<file path="config.mk">
export PLATFORM = sky130hd
export DESIGN_NAME = hazard_scoreboard_flat
export DESIGN_NICKNAME = d
export VERILOG_FILES = /design/src/rtl/hazard_scoreboard_if.sv /design/src/rtl/hazard_scoreboard.sv /design/src/flat_wrapper.sv
export SDC_FILE = /design/constraint.sdc
export NUM_CORES = 1
export LEC_CHECK = 0
export CAP_MARGIN = 20
export CORE_ASPECT_RATIO = 0.6
export CORE_UTILIZATION = 57
export DETAILED_ROUTE_END_ITERATION = 7
export DONT_BUFFER_PORTS = 1
export PLACE_DENSITY = 0.75
export SYNTH_ARGS = -nofsm -noshare
export SYNTH_HDL_FRONTEND = slang
export SYNTH_SLANG_ARGS = --single-unit
</file>
<file path="constraint.sdc">
create_clock -name clock -period 3.1 [get_ports clock]
set_clock_uncertainty 0.15 [all_clocks]
set_input_delay 0.775 -clock clock [delete_from_list [all_inputs] [get_ports clock]]
set_output_delay 0.775 -clock clock [all_outputs]
set_load 0.01 [all_outputs]
</file>
<file path="src/rtl/hazard_scoreboard_if.sv">
// Decode-side handshake between the pipeline control path and the hazard scoreboard.
// The master drives the instruction in decode; the slave returns stall/flush/forwarding control.
interface hazard_scoreboard_if #(
  parameter int REG_ADDR_W = 5,
  parameter int STAGES     = 3,
  parameter int CNT_W      = 16
);
  localparam int SEL_W = $clog2(STAGES + 1);

  logic                  id_valid;
  logic [REG_ADDR_W-1:0] id_rs;
  logic [REG_ADDR_W-1:0] id_rt;
  logic                  id_rs_used;
  logic                  id_rt_used;
  logic [REG_ADDR_W-1:0] id_rd;
  logic                  id_wr_en;
  logic                  id_is_load;
  logic                  branch_taken;
  logic                  stall;
  logic                  flush_ifid;
  logic                  flush_idex;
  logic [SEL_W-1:0]      fwd_rs_sel;
  logic [SEL_W-1:0]      fwd_rt_sel;
  logic [SEL_W-1:0]      occupancy;
  logic [CNT_W-1:0]      stall_count;
  logic [CNT_W-1:0]      flush_count;

  modport master (
    output id_valid, id_rs, id_rt, id_rs_used, id_rt_used, id_rd, id_wr_en, id_is_load,
           branch_taken,
    input  stall, flush_ifid, flush_idex, fwd_rs_sel, fwd_rt_sel, occupancy,
           stall_count, flush_count
  );

  modport slave (
    input  id_valid, id_rs, id_rt, id_rs_used, id_rt_used, id_rd, id_wr_en, id_is_load,
           branch_taken,
    output stall, flush_ifid, flush_idex, fwd_rs_sel, fwd_rt_sel, occupancy,
           stall_count, flush_count
  );
endinterface

</file>
<file path="src/rtl/hazard_scoreboard.sv">
// Parametrised hazard/forwarding controller: shift-register scoreboard of in-flight
// destinations driving decode stall, per-operand forward select, branch flush and statistics.
module hazard_scoreboard #(
  parameter int REG_ADDR_W = 5,
  parameter int STAGES     = 3,
  parameter int LOAD_LAT   = 2,
  parameter int FWD_EN     = 1,
  parameter int CNT_W      = 16
) (
  input logic                clock,
  input logic                reset,
  hazard_scoreboard_if.slave hz
);
  localparam int SEL_W = $clog2(STAGES + 1);

  logic [STAGES-1:0]     vld_r;
  logic [STAGES-1:0]     ld_r;
  logic [REG_ADDR_W-1:0] rd_r [STAGES];
  logic [SEL_W-1:0]      rs_sel_r;
  logic [SEL_W-1:0]      rt_sel_r;
  logic [SEL_W-1:0]      occ_r;
  logic [CNT_W-1:0]      stall_cnt_r;
  logic [CNT_W-1:0]      flush_cnt_r;

  logic [SEL_W-1:0]      rs_sel_s;
  logic [SEL_W-1:0]      rt_sel_s;
  logic [SEL_W-1:0]      occ_next_s;
  logic [STAGES-1:0]     vld_next_s;
  logic                  hit_s;
  logic                  stall_s;
  logic                  ins_s;
  logic                  m_rs_s;
  logic                  m_rt_s;

  function automatic logic match_f(input logic v, input logic used,
                                   input logic [REG_ADDR_W-1:0] src,
                                   input logic [REG_ADDR_W-1:0] rd);
    return v & used & (src == rd) & (src != {REG_ADDR_W{1'b0}});
  endfunction

  // Hazard detection, youngest-producer forward select and next scoreboard occupancy.
  always_comb begin
    rs_sel_s   = {SEL_W{1'b0}};
    rt_sel_s   = {SEL_W{1'b0}};
    hit_s      = 1'b0;
    m_rs_s     = 1'b0;
    m_rt_s     = 1'b0;
    // Walk oldest to youngest so the lowest matching entry overwrites the select last.
    for (int k = STAGES - 1; k >= 0; k--) begin
      m_rs_s   = match_f(vld_r[k], hz.id_rs_used, hz.id_rs, rd_r[k]);
      m_rt_s   = match_f(vld_r[k], hz.id_rt_used, hz.id_rt, rd_r[k]);
      rs_sel_s = m_rs_s ? SEL_W'(k + 1) : rs_sel_s;
      rt_sel_s = m_rt_s ? SEL_W'(k + 1) : rt_sel_s;
      if (FWD_EN != 0) begin
        hit_s = hit_s | ((m_rs_s | m_rt_s) & ld_r[k] & (k < LOAD_LAT - 1));
      end else begin
        hit_s = hit_s | ((m_rs_s | m_rt_s) & (k < STAGES - 1));
      end
    end
    if (FWD_EN == 0) begin
      rs_sel_s = {SEL_W{1'b0}};
      rt_sel_s = {SEL_W{1'b0}};
    end else begin
      rs_sel_s = rs_sel_s;
      rt_sel_s = rt_sel_s;
    end
    stall_s       = hz.id_valid & ~hz.branch_taken & hit_s & ~reset;
    ins_s         = hz.id_valid & hz.id_wr_en & (hz.id_rd != {REG_ADDR_W{1'b0}}) &
                    ~stall_s & ~hz.branch_taken;
    vld_next_s    = {STAGES{1'b0}};
    vld_next_s[0] = ins_s;
    for (int k = 1; k < STAGES; k++) begin
      vld_next_s[k] = vld_r[k-1];
    end
    occ_next_s = {SEL_W{1'b0}};
    for (int k = 0; k < STAGES; k++) begin
      occ_next_s = occ_next_s + SEL_W'(vld_next_s[k]);
    end
  end

  // Scoreboard shift, ID/EX forward-select latch and saturating statistics.
  always_ff @(posedge clock) begin
    if (reset) begin
      vld_r       <= {STAGES{1'b0}};
      ld_r        <= {STAGES{1'b0}};
      for (int k = 0; k < STAGES; k++) begin
        rd_r[k] <= {REG_ADDR_W{1'b0}};
      end
      rs_sel_r    <= {SEL_W{1'b0}};
      rt_sel_r    <= {SEL_W{1'b0}};
      occ_r       <= {SEL_W{1'b0}};
      stall_cnt_r <= {CNT_W{1'b0}};
      flush_cnt_r <= {CNT_W{1'b0}};
    end else begin
      vld_r   <= vld_next_s;
      ld_r[0] <= hz.id_is_load;
      rd_r[0] <= hz.id_rd;
      for (int k = 1; k < STAGES; k++) begin
        ld_r[k] <= ld_r[k-1];
        rd_r[k] <= rd_r[k-1];
      end
      // A stalled or flushed decode slot enters ID/EX as a bubble with no forwarding.
      if (hz.id_valid && !stall_s && !hz.branch_taken) begin
        rs_sel_r <= rs_sel_s;
        rt_sel_r <= rt_sel_s;
      end else begin
        rs_sel_r <= {SEL_W{1'b0}};
        rt_sel_r <= {SEL_W{1'b0}};
      end
      occ_r <= occ_next_s;
      if (stall_s && (stall_cnt_r != {CNT_W{1'b1}})) begin
        stall_cnt_r <= stall_cnt_r + {{(CNT_W-1){1'b0}}, 1'b1};
      end else begin
        stall_cnt_r <= stall_cnt_r;
      end
      if (hz.branch_taken && (flush_cnt_r != {CNT_W{1'b1}})) begin
        flush_cnt_r <= flush_cnt_r + {{(CNT_W-1){1'b0}}, 1'b1};
      end else begin
        flush_cnt_r <= flush_cnt_r;
      end
    end
  end

  assign hz.stall       = stall_s;
  assign hz.flush_ifid  = hz.branch_taken;
  assign hz.flush_idex  = hz.branch_taken;
  assign hz.fwd_rs_sel  = rs_sel_r;
  assign hz.fwd_rt_sel  = rt_sel_r;
  assign hz.occupancy   = occ_r;
  assign hz.stall_count = stall_cnt_r;
  assign hz.flush_count = flush_cnt_r;
endmodule

</file>
<file path="src/flat_wrapper.sv">
// flat-port wrapper written by rule: the top's interface ports become plain ports
module hazard_scoreboard_flat 
#(
  parameter int REG_ADDR_W = 5,
  parameter int STAGES     = 3,
  parameter int LOAD_LAT   = 2,
  parameter int FWD_EN     = 1,
  parameter int CNT_W      = 16
)
  (clock, reset, hz_id_valid, hz_id_rs, hz_id_rt, hz_id_rs_used, hz_id_rt_used, hz_id_rd, hz_id_wr_en, hz_id_is_load, hz_branch_taken, hz_stall, hz_flush_ifid, hz_flush_idex, hz_fwd_rs_sel, hz_fwd_rt_sel, hz_occupancy, hz_stall_count, hz_flush_count);
  hazard_scoreboard_if #(.REG_ADDR_W(REG_ADDR_W), .STAGES(STAGES), .CNT_W(CNT_W)) hz_i ();
  input logic clock;
  input logic reset;
  input wire logic [$bits(hz_i.id_valid)-1:0] hz_id_valid;
  input wire logic [$bits(hz_i.id_rs)-1:0] hz_id_rs;
  input wire logic [$bits(hz_i.id_rt)-1:0] hz_id_rt;
  input wire logic [$bits(hz_i.id_rs_used)-1:0] hz_id_rs_used;
  input wire logic [$bits(hz_i.id_rt_used)-1:0] hz_id_rt_used;
  input wire logic [$bits(hz_i.id_rd)-1:0] hz_id_rd;
  input wire logic [$bits(hz_i.id_wr_en)-1:0] hz_id_wr_en;
  input wire logic [$bits(hz_i.id_is_load)-1:0] hz_id_is_load;
  input wire logic [$bits(hz_i.branch_taken)-1:0] hz_branch_taken;
  output wire logic [$bits(hz_i.stall)-1:0] hz_stall;
  output wire logic [$bits(hz_i.flush_ifid)-1:0] hz_flush_ifid;
  output wire logic [$bits(hz_i.flush_idex)-1:0] hz_flush_idex;
  output wire logic [$bits(hz_i.fwd_rs_sel)-1:0] hz_fwd_rs_sel;
  output wire logic [$bits(hz_i.fwd_rt_sel)-1:0] hz_fwd_rt_sel;
  output wire logic [$bits(hz_i.occupancy)-1:0] hz_occupancy;
  output wire logic [$bits(hz_i.stall_count)-1:0] hz_stall_count;
  output wire logic [$bits(hz_i.flush_count)-1:0] hz_flush_count;
  assign hz_i.id_valid = hz_id_valid;
  assign hz_i.id_rs = hz_id_rs;
  assign hz_i.id_rt = hz_id_rt;
  assign hz_i.id_rs_used = hz_id_rs_used;
  assign hz_i.id_rt_used = hz_id_rt_used;
  assign hz_i.id_rd = hz_id_rd;
  assign hz_i.id_wr_en = hz_id_wr_en;
  assign hz_i.id_is_load = hz_id_is_load;
  assign hz_i.branch_taken = hz_branch_taken;
  assign hz_stall = hz_i.stall;
  assign hz_flush_ifid = hz_i.flush_ifid;
  assign hz_flush_idex = hz_i.flush_idex;
  assign hz_fwd_rs_sel = hz_i.fwd_rs_sel;
  assign hz_fwd_rt_sel = hz_i.fwd_rt_sel;
  assign hz_occupancy = hz_i.occupancy;
  assign hz_stall_count = hz_i.stall_count;
  assign hz_flush_count = hz_i.flush_count;
  hazard_scoreboard #(.REG_ADDR_W(REG_ADDR_W), .STAGES(STAGES), .LOAD_LAT(LOAD_LAT), .FWD_EN(FWD_EN), .CNT_W(CNT_W)) u_core (.clock(clock), .reset(reset), .hz(hz_i));
endmodule
</file>
# Yosys cells after proc, flatten, opt, wreduce, memory -nomap -nowiden
# Memories as Yosys holds them, arrays and structs flattened.
# Index checks and enable logic that the tools add are counted.
dict set report op_classes {
  muxes 12
  n_eq_ne 8
  n_reduce_logical 12
  add_sub_neg 4
  bitwise_logic 34
}
# op count
set op_table {}
lappend op_table {{$add 16x1->16 const B} 2}
lappend op_table {{$ne 16x16->1 const B} 2}
lappend op_table {{$eq 5x5->1} 6}
lappend op_table {{$and 1x1->1} 26}
lappend op_table {{$mux 5} 3}
lappend op_table {{$reduce_bool 5->1} 3}
lappend op_table {{$mux 2} 4}
lappend op_table {{$reduce_or 3->1} 2}
lappend op_table {{$mux 1} 5}
lappend op_table {{$logic_and 1x1->1} 4}
lappend op_table {{$not 1->1} 4}
lappend op_table {{$or 1x1->1} 4}
lappend op_table {{$add 1x1->2} 1}
lappend op_table {{$add 2x1->2} 1}
lappend op_table {{$logic_not 1->1} 2}
lappend op_table {{$reduce_or 2->1} 1}
dict set report word_totals {
  wordCells 80
  ff_bits 42
  n_memories 1
  output_inout_bits 41
  in_bits 23
  ram_bits 15
}
# name depth word_bits read_ports rd_clocked_by_memory_dff wr line
set mem_list {}
lappend mem_list {u_core.rd_r 3 5 3 0 3 hazard_scoreboard.sv:18} ;# logic [REG_ADDR_W-1:0] rd_r [STAGES];

# Longest topological paths before layout
# Gate-level depths: netlist of the first run.
# An unclocked memory read counts as a cell.
dict set report logic_depth {
  ltp_word 13
  depth_mapped 8
  ltp_nobuf 8
}

# Worst setup path after synthesis of the first run
# Ideal clock, no wire load.
dict set report synth_path {
  kind {input to register}
  startpoint {input hz_id_rs[0]}
  endpoint {register u_core.occ_r[0] (netlist: u_core.hz.occupancy[0])}
  setup_time_ns 0.128
  slack_ns 0.084
  t_arrival_ns 2.737
  path_stages 8
  cell_sequence {or4_1 o21ai_2 nand4b_2 nand2_2 and2_1 nor3_1 fa_1 nor2b_1}
}
dict set report synth_via {
  elab_chain_cells 12
  elab_cells_between_ends 13
  cone_classes {2 x add/sub; 1 x eq/ne; 9 x bitwise; 1 x reduce/logical}
}
# element line
set synth_lines {}
lappend synth_lines {{start, declared} flat_wrapper.sv:15} ;# input wire logic [$bits(hz_i.id_rs)-1:0] hz_id_rs;
lappend synth_lines {{$eq 5x5->1} hazard_scoreboard.sv:38} ;# return v & used & (src == rd) & (src != {REG_ADDR_W{1'b0}});
lappend synth_lines {{$and 1x1->1} hazard_scoreboard.sv:38}
lappend synth_lines {{$and 1x1->1 (*)} hazard_scoreboard.sv:38}
lappend synth_lines {{$or 1x1->1 (*)} hazard_scoreboard.sv:55} ;# hit_s = hit_s | ((m_rs_s | m_rt_s) & ld_r[k] & (k < LOAD_LAT - 1));
lappend synth_lines {{$and 1x1->1 (*)} hazard_scoreboard.sv:55}
lappend synth_lines {{$and 1x1->1 (*) (2 in a row)} hazard_scoreboard.sv:67} ;# stall_s = hz.id_valid & ~hz.branch_taken & hit_s & ~reset;
lappend synth_lines {{net hz_stall} flat_wrapper.sv:23} ;# output wire logic [$bits(hz_i.stall)-1:0] hz_stall;
lappend synth_lines {{$not 1->1 (*)} hazard_scoreboard.sv:69} ;# ~stall_s & ~hz.branch_taken;
lappend synth_lines {{$and 1x1->1 (*)} hazard_scoreboard.sv:68} ;# ins_s = hz.id_valid & hz.id_wr_en & (hz.id_rd != {REG_ADDR_W{1'b0}}) &
lappend synth_lines {{$and 1x1->1 (*)} hazard_scoreboard.sv:69}
lappend synth_lines {{net u_core.ins_s} hazard_scoreboard.sv:31} ;# logic ins_s;
lappend synth_lines {{$add 1x1->2 (*)} hazard_scoreboard.sv:77} ;# occ_next_s = occ_next_s + SEL_W'(vld_next_s[k]);
lappend synth_lines {{$add 2x1->2 (*)} hazard_scoreboard.sv:77}
lappend synth_lines {{net u_core.occ_next_s[0]} hazard_scoreboard.sv:27} ;# logic [SEL_W-1:0] occ_next_s;
lappend synth_lines {{end signal, assigned} hazard_scoreboard.sv:91} ;# occ_r <= {SEL_W{1'b0}};
lappend synth_lines {{end signal, assigned} hazard_scoreboard.sv:110} ;# occ_r <= occ_next_s;
lappend synth_lines {{end, declared} hazard_scoreboard.sv:21} ;# logic [SEL_W-1:0] occ_r;
# The timed path passes the listed nets; every way through them passes the cells marked *.
# A chain may end at the register's enable or synchronous reset.

# Worst setup path after layout of the first run
dict set report layout_path {
  startpoint {input hz_id_rs[0]}
  endpoint {output hz_stall}
}
dict set report layout_via {
  elab_chain_cells 7
  elab_cells_between_ends 8
  cone_classes {1 x eq/ne; 6 x bitwise; 1 x reduce/logical}
}
# element line
set layout_lines {}
lappend layout_lines {{$eq 5x5->1} hazard_scoreboard.sv:38}
lappend layout_lines {{$and 1x1->1} hazard_scoreboard.sv:38}
lappend layout_lines {{$and 1x1->1 (*)} hazard_scoreboard.sv:38}
lappend layout_lines {{$or 1x1->1 (*)} hazard_scoreboard.sv:55}
lappend layout_lines {{$and 1x1->1 (*)} hazard_scoreboard.sv:55}
lappend layout_lines {{$and 1x1->1 (*) (2 in a row)} hazard_scoreboard.sv:67}
lappend layout_lines {{end, declared} flat_wrapper.sv:23}
# Mark *: on every way between the ends. The rest lies on a longest branch, timed or not.

==> results of run 1 <==
[cell type report]
cell class	instances	area share
inverters	4	0.004874
repair buffers	6	0.01462
clock buffers	11	0.04915
multi-input cells	228	0.5102
well taps	63	0.02559
clock inverters	5	0.02518
flip-flops and latches	57	0.3704
[synth_stat cells, types with 4 or more instances]
cell type / n
dfxtp_1: 57
nor4_1: 4
nor3_1: 4
nor2_1: 37
o21ai_0: 8
a21oi_1: 7
nand4_1: 11
inv_1: 4
nand3_1: 19
a211oi_1: 6
nand2_1: 14
xnor2_1: 29
xor2_1: 25
nor2b_1: 22
a2111oi_1: 5
or4_1: 4
[per-stage QoR]
stage	instances	worst slack (ps)	cell area [um2]	util	hold WS [ps]
final	374	135.3	3080	0.6611	359.0
after global routing	374	63.46	3080	0.6611	339.0
after CTS	374	136.7	3080	0.6611	343.9
after detailed placement	358	93.39	2851	0.6120	352.1
after global placement	358	171.2	2851	0.6120	347.3
after floorplan	300	84.46	2809	-	333.2
[cell families (layout without fill, tap and decap cells)]
| logic type | after synthesis | in the layout | synth area share |
|---|---|---|---|
| simple gates | 132 | 132 | 0.2561 |
| flops | 57 | 57 | 0.4062 |
| xor+xnor | 54 | 54 | 0.1684 |
| compound gates | 34 | 34 | 0.1002 |
| buf+inv | 15 | 26 | 0.03429 |
| mux | 5 | 5 | 0.01871 |
| fa+ha+maj | 3 | 3 | 0.01603 |
[state kept, by name, indices dropped and copies added (netlist names)]
register / count
u_core.vld_r: 3
u_core.hz.stall_count: 16
u_core.ld_r: 1
u_core.rd_r: 15
u_core.hz.fwd_rt_sel: 2
u_core.hz.fwd_rs_sel: 2
u_core.hz.occupancy: 2
u_core.hz.flush_count: 16
[power by group]
part           internal, mW  total, mW  switching, mW  leakage (nW)
registers             0.745      0.764         0.0185         0.463
clock network         0.493      0.785          0.292         0.115
logic                0.0355     0.0645         0.0290         0.499
total                  1.27       1.61          0.339          1.08
[routing by layer]
| metal | up-vias | global-route usage | routed length (um) |
|---|---|---|---|
| met5 | - | 0 | 0 |
| met4 | 0 | 0.06154 | 42 |
| met3 | 9 | 0.09621 | 529 |
| met2 | 83 | 0.3228 | 2343 |
| met1 | 962 | 0.3803 | 3119 |
| li1 | 1061 | - | - |
[worst paths after layout]
| kind | from | to | slack, ps | depth (start not counted) |
|---|---|---|---|---|
| min reg2reg | u_core.rd_r[0][6] | u_core.rd_r[0][11] | 360 | 1 |
| max reg2reg | u_core.hz.stall_count[7] | u_core.hz.stall_count[9] | 780 | 6 |
| max | hz_id_rs[0] | hz_stall | 140 | 6 |
| min | u_core.rd_r[0][6] | u_core.rd_r[0][11] | 360 | 1 |
==> results by group, run 1 <==
Synthesis
  – Main flop type after synthesis: dfxtp_1
  – Cell taking the most area after synthesis: dfxtp_1
  – Post-synthesis net count: 326
  – Count of state elements after synthesis: 57
  – Sequential share of the synthesized area: 0.4062
  – Synthesized instance count: 300
  – Syn_area_per_cell: 9.363 um2
  – Synth cell types: 43
  – Number of synthesis warnings: 0
  – Asr flop ratio synth: 0
  – Synth top area share: 0.4062
  – Synth top area cells: dfxtp_1 (41%), xnor2_1 (9.0%), xor2_1 (7.8%)
  – Syn Std Cell Area: 2809 um2
  – Number of synthesized flops with an enable pin: 0

Drt
  – Number of detailed-routing iterations run before antenna repair: 4
  – Starting DRC count in detailed routing: 139
  – DRC viols: 0
  – Vias per cell: 5.655
  – Final wirelength: 6035 um
  – Routed Antenna Nets: 0
  – Via count: 2115
  – Routed wire per std cell: roughly 16 um

Setup path
  – CP endpoint kind: output pin
  – CP max FO: 4
  – Critical path data required time: between 2000 and 2500 ps
  – Setup crit start kind: input pin
  – Max incr delay on CP: 530 ps
  – CP top delay family: simple AND/OR/NAND/NOR gates
  – Buf/Inv on CP: 1
  – Crit path DAT: 2040 ps
  – CP cell instances: or4_1, o21ai_2, nand4b_2, nand2_2, and2_1, buf_4
  – Slowest CP cell: or4_1
  – Critical path class: input pin to output pin

Final layout
  – Layout cell share with drive strength beyond 1: 0.1125
  – Antenna Cells: 0
  – Multi-input gate area: 1572 um2
  – Layout net count: 332
  – Most common cell after layout, fill and taps aside: dfxtp_1
  – Commonest non-fill, non-tap cells in the layout: dfxtp_1 (57), nor2_1 (37), xnor2_1 (29), xor2_1 (25), nor2b_1 (22)
  – Register area: 1141 um2
  – Area grow syn2layout: 9.666%
  – Fillers: 424

Clocking
  – CTS H-tree depth: 3
  – CTS tree: yes
  – Cts hold-fix bufs: 0
  – Clk pin slew, worst setup/hold paths: 60 ps
  – CTS root buf: clkbuf_8
  – Clock tree sinks: 57
  – CTS Buffer Depth: 2
  – Cts repair resizes: 0
  – Clk Latency, worst-skew pair: roughly 330 ps
  – CTS Buf Count: 9
  – Postcts setup bufs: 0

STA
  – Final hold violation count: 0
  – Max Fclk: roughly 340 MHz
  – Unrepaired setup endpoints after global routing: no
  – Slew HR: 0.6201
  – Post-Route Setup TNS: 0 ps
  – Final setup fails: 0
  – Final period utilization: 0.9564
  – Slew @ Worst Pin: roughly 560 ps
  – Max-slew violations: 0
  – Tmin final: 2965 ps

Place
  – # port buffers: 0
  – Post-DP HPWL: around 4400 um
  – Final GP Congestion: 0.9186

Global routing
  – Number of global-route vias before repair: 1892
  – Tot GR Track Use: 0.2497
  – Grt ovf: 0
  – Antenna violations before repair: 0
  – Largest net degree at the start of global routing: 56
  – Global-route wire length before repair: 9860 um

Pwr
  – Pleak: around 1.1 nW
  – Power, Total: 1.613 mW
  – VDD IR-drop max: 328.6 uV
  – Pwr Density: roughly 520 nW/um2

Run status
  – Status: completed

Floorplanning
  – Core Box Area: 4659 um2
  – Die Area: 5222 um2
  – Die Ht: 56.38 um
  – Chip width: 92.63 um
  – I/O pins: 64
  – Cell Rows: 19
  – Initial Util: 0.6028

Min path
  – Hold crit path type: flip-flop to flip-flop

Run
  – Max_cap viols: 0
No activity file was read; power rests on OpenSTA's default activity.
==> run 2: changes to the inputs <==
--- a/config.mk
+++ b/config.mk
@@ -10,6 +10,7 @@
 export CORE_UTILIZATION = 57
 export DETAILED_ROUTE_END_ITERATION = 7
 export DONT_BUFFER_PORTS = 1
+export MAX_ROUTING_LAYER = met4
 export PLACE_DENSITY = 0.75
 export SYNTH_ARGS = -nofsm -noshare
 export SYNTH_HDL_FRONTEND = slang
==> results by group, run 2 (synthesis gave the netlist of run 1 again) <==
Run status
  – Status: completed

Floorplanning
  – I/O pins: 64 (unchanged)
  – Core Box Area: 4659 um2 (unchanged)
  – Initial Util: 0.6028 (unchanged)
  – Die Area: 5222 um2 (unchanged)
  – Die Ht: 56.38 um (unchanged)
  – Chip width: 92.63 um (unchanged)
  – Cell Rows: 19 (unchanged)

Final layout
  – Commonest non-fill, non-tap cells in the layout: dfxtp_1 (57), nor2_1 (37), xnor2_1 (29), xor2_1 (25), nor2b_1 (22)
  – Area grow syn2layout: 10.87%
  – Layout cell share with drive strength beyond 1: 0.1125 (unchanged)
  – Core Util, Final: 0.6684 (+0.007250)
  – Layout net count: 332 (unchanged)
  – Most common cell after layout, fill and taps aside: dfxtp_1
  – Fillers: 412 (-2.8%)
  – Antenna Cells: 0 (unchanged)

Clocking
  – CTS H-tree depth: 3 (unchanged)
  – Clk Latency, worst-skew pair: 340 ps (about the same)
  – CTS tree: yes
  – CTS Buffer Depth: 2 (unchanged)
  – Cts repair resizes: 0 (unchanged)
  – CTS root buf: clkbuf_8
  – Postcts setup bufs: 0 (unchanged)
  – Cts hold-fix bufs: 0 (unchanged)
  – CTS Buf Count: 9 (unchanged)
  – Clk pin slew, worst setup/hold paths: 70 ps (about the same)
  – Clock tree sinks: 57 (unchanged)

Place
  – Post-DP HPWL: 4578 um (+3.6%)
  – # port buffers: 0 (unchanged)
  – Final GP Congestion: 0.9012 (-1.9%)

Run
  – Max_cap viols: 0 (unchanged)

Setup path
  – Critical path class: input pin to output pin
  – CP endpoint kind: output pin
  – Crit path DAT: 2030 ps (about the same)
  – Critical path data required time: 2170 ps (about the same)
  – Buf/Inv on CP: 1 (unchanged)
  – Slowest CP cell: or4_1
  – Setup crit start kind: input pin
  – Max incr delay on CP: 550 ps (+20 ps)
  – CP top delay family: simple AND/OR/NAND/NOR gates
  – CP max FO: 4 (unchanged)
  – Worst Setup SP: hz_id_rt[0]
  – Worst reg2reg startpoint: u_core.hz.stall_count[7]
  – CP cell instances: or4_1, o21ai_2, nand4b_2, nand2_2, and2_1, buf_4

STA
  – Unrepaired setup endpoints after global routing: no
  – Tmin final: 2954 ps (-11.22 ps)
  – Final setup fails: 0 (unchanged)
  – Final period utilization: 0.9528 (-0.003619)
  – Post-Route Setup TNS: 0 ps (unchanged)
  – Max-slew violations: 0 (unchanged)
  – Slew @ Worst Pin: 533.0 ps (-30.96 ps)
  – Final hold violation count: 0 (unchanged)
  – Max Fclk: 338.6 MHz (+0.38%)
  – Slew HR: 0.6447 (+0.02461)

Global routing
  – Grt ovf: 0 (unchanged)
  – Antenna violations before repair: 0 (unchanged)
  – Tot GR Track Use: 0.2728 (+0.02313)
  – Largest net degree at the start of global routing: 56 (unchanged)
  – Number of global-route vias before repair: 1952 (+3.2%)
  – Global-route wire length before repair: 10380 um (+5.2%)

Drt
  – Routed wire per std cell: 16.80 um (+4.1%)
  – Starting DRC count in detailed routing: 93 (-33%)
  – DRC viols: 0 (unchanged)
  – Routed Antenna Nets: 0 (unchanged)
  – Via count: 2124 (+0.43%)
  – Number of detailed-routing iterations run before antenna repair: 4 (unchanged)
  – Vias per cell: 5.679 (+0.43%)
  – Final wirelength: 6285 um (+4.1%)

Pwr
  – Psw: 0.3447 mW (+1.6%)
  – Combinational share of power: 0.038 (-0.002)
  – VDD IR-drop max: 437.6 uV (+33%)
  – P_int: 1.381 mW (+8.4%)
  – Sw frac: 0.1998 (-0.01043)
  – Clock network fraction of total power: 0.519 (+0.032)
  – Power, Total: 1.725 mW (+6.9%)
  – Pleak: 1.090 nW (+1.3%)
  – Sequential share of power: 0.443 (-0.030)
  – Pwr Density: 554.0 nW/um2 (+5.8%)

Min path
  – Hold crit path type: input pin to flip-flop
  – HP Start: reset
==> run 2: power by group through the flow <==
stage | clock, mW | combinational, mW | sequential (mW)
4_1_cts | 0.909 | 0.0650 | 0.764
2_1_floorplan | 0 | 0.0649 | 0.774
3_5_place_dp | 0 | 0.0644 | 0.780
5_1_grt | 0.943 | 0.0718 | 0.765
3_3_place_gp | 0 | 0.0654 | 0.780
6_report | 0.896 | 0.0652 | 0.764
==> run 2: path summary, 6_finish.rpt <==
path	endpoint	slack [ps]	depth (start not counted)
max	hz_stall	150	6
min reg2reg	u_core.rd_r[0][14]	360	1
max reg2reg	u_core.hz.stall_count[8]	740	6
min	u_core.rd_r[0][1]	350	1
==> run 2: per-layer routing <==
layer,share of wire,up-vias,wire (um),global-route usage
met4,0.016,0,99,0.09011
li1,-,1058,-,-
met3,0.070,11,437,0.09621
met1,0.53,993,3310,0.4054
met2,0.39,62,2437,0.3333
met5,0,-,0,-
==> run 2: cell type report <==
| class | instances | area (um2) | share of cell area |
|---|---|---|---|
| Clock buffer | 12 | 165.2 | 0.05303 |
| Clock inverter | 4 | 97.59 | 0.03134 |
| Inverter | 4 | 15.01 | 0.004821 |
| Multi-Input combinational cell | 228 | 1572 | 0.5046 |
| Sequential cell | 57 | 1141 | 0.3664 |
| Tap cell | 63 | 78.83 | 0.02531 |
| Timing Repair Buffer | 6 | 45.04 | 0.01446 |
==> run 2: through the flow <==
| step | setup WS (ps) | cells | area [um2] | hold WS [ps] |
|---|---|---|---|---|
| 2_1_floorplan | 84.46 | 300 | 2809 | 333.2 |
| 3_3_place_gp | 185.1 | 358 | 2851 | 347.8 |
| 3_5_place_dp | 129.9 | 358 | 2851 | 344.4 |
| 4_1_cts | 155.8 | 374 | 3114 | 337.3 |
| 5_1_grt | 71.80 | 374 | 3114 | 329.6 |
| 6_report | 146.5 | 374 | 3114 | 350.8 |
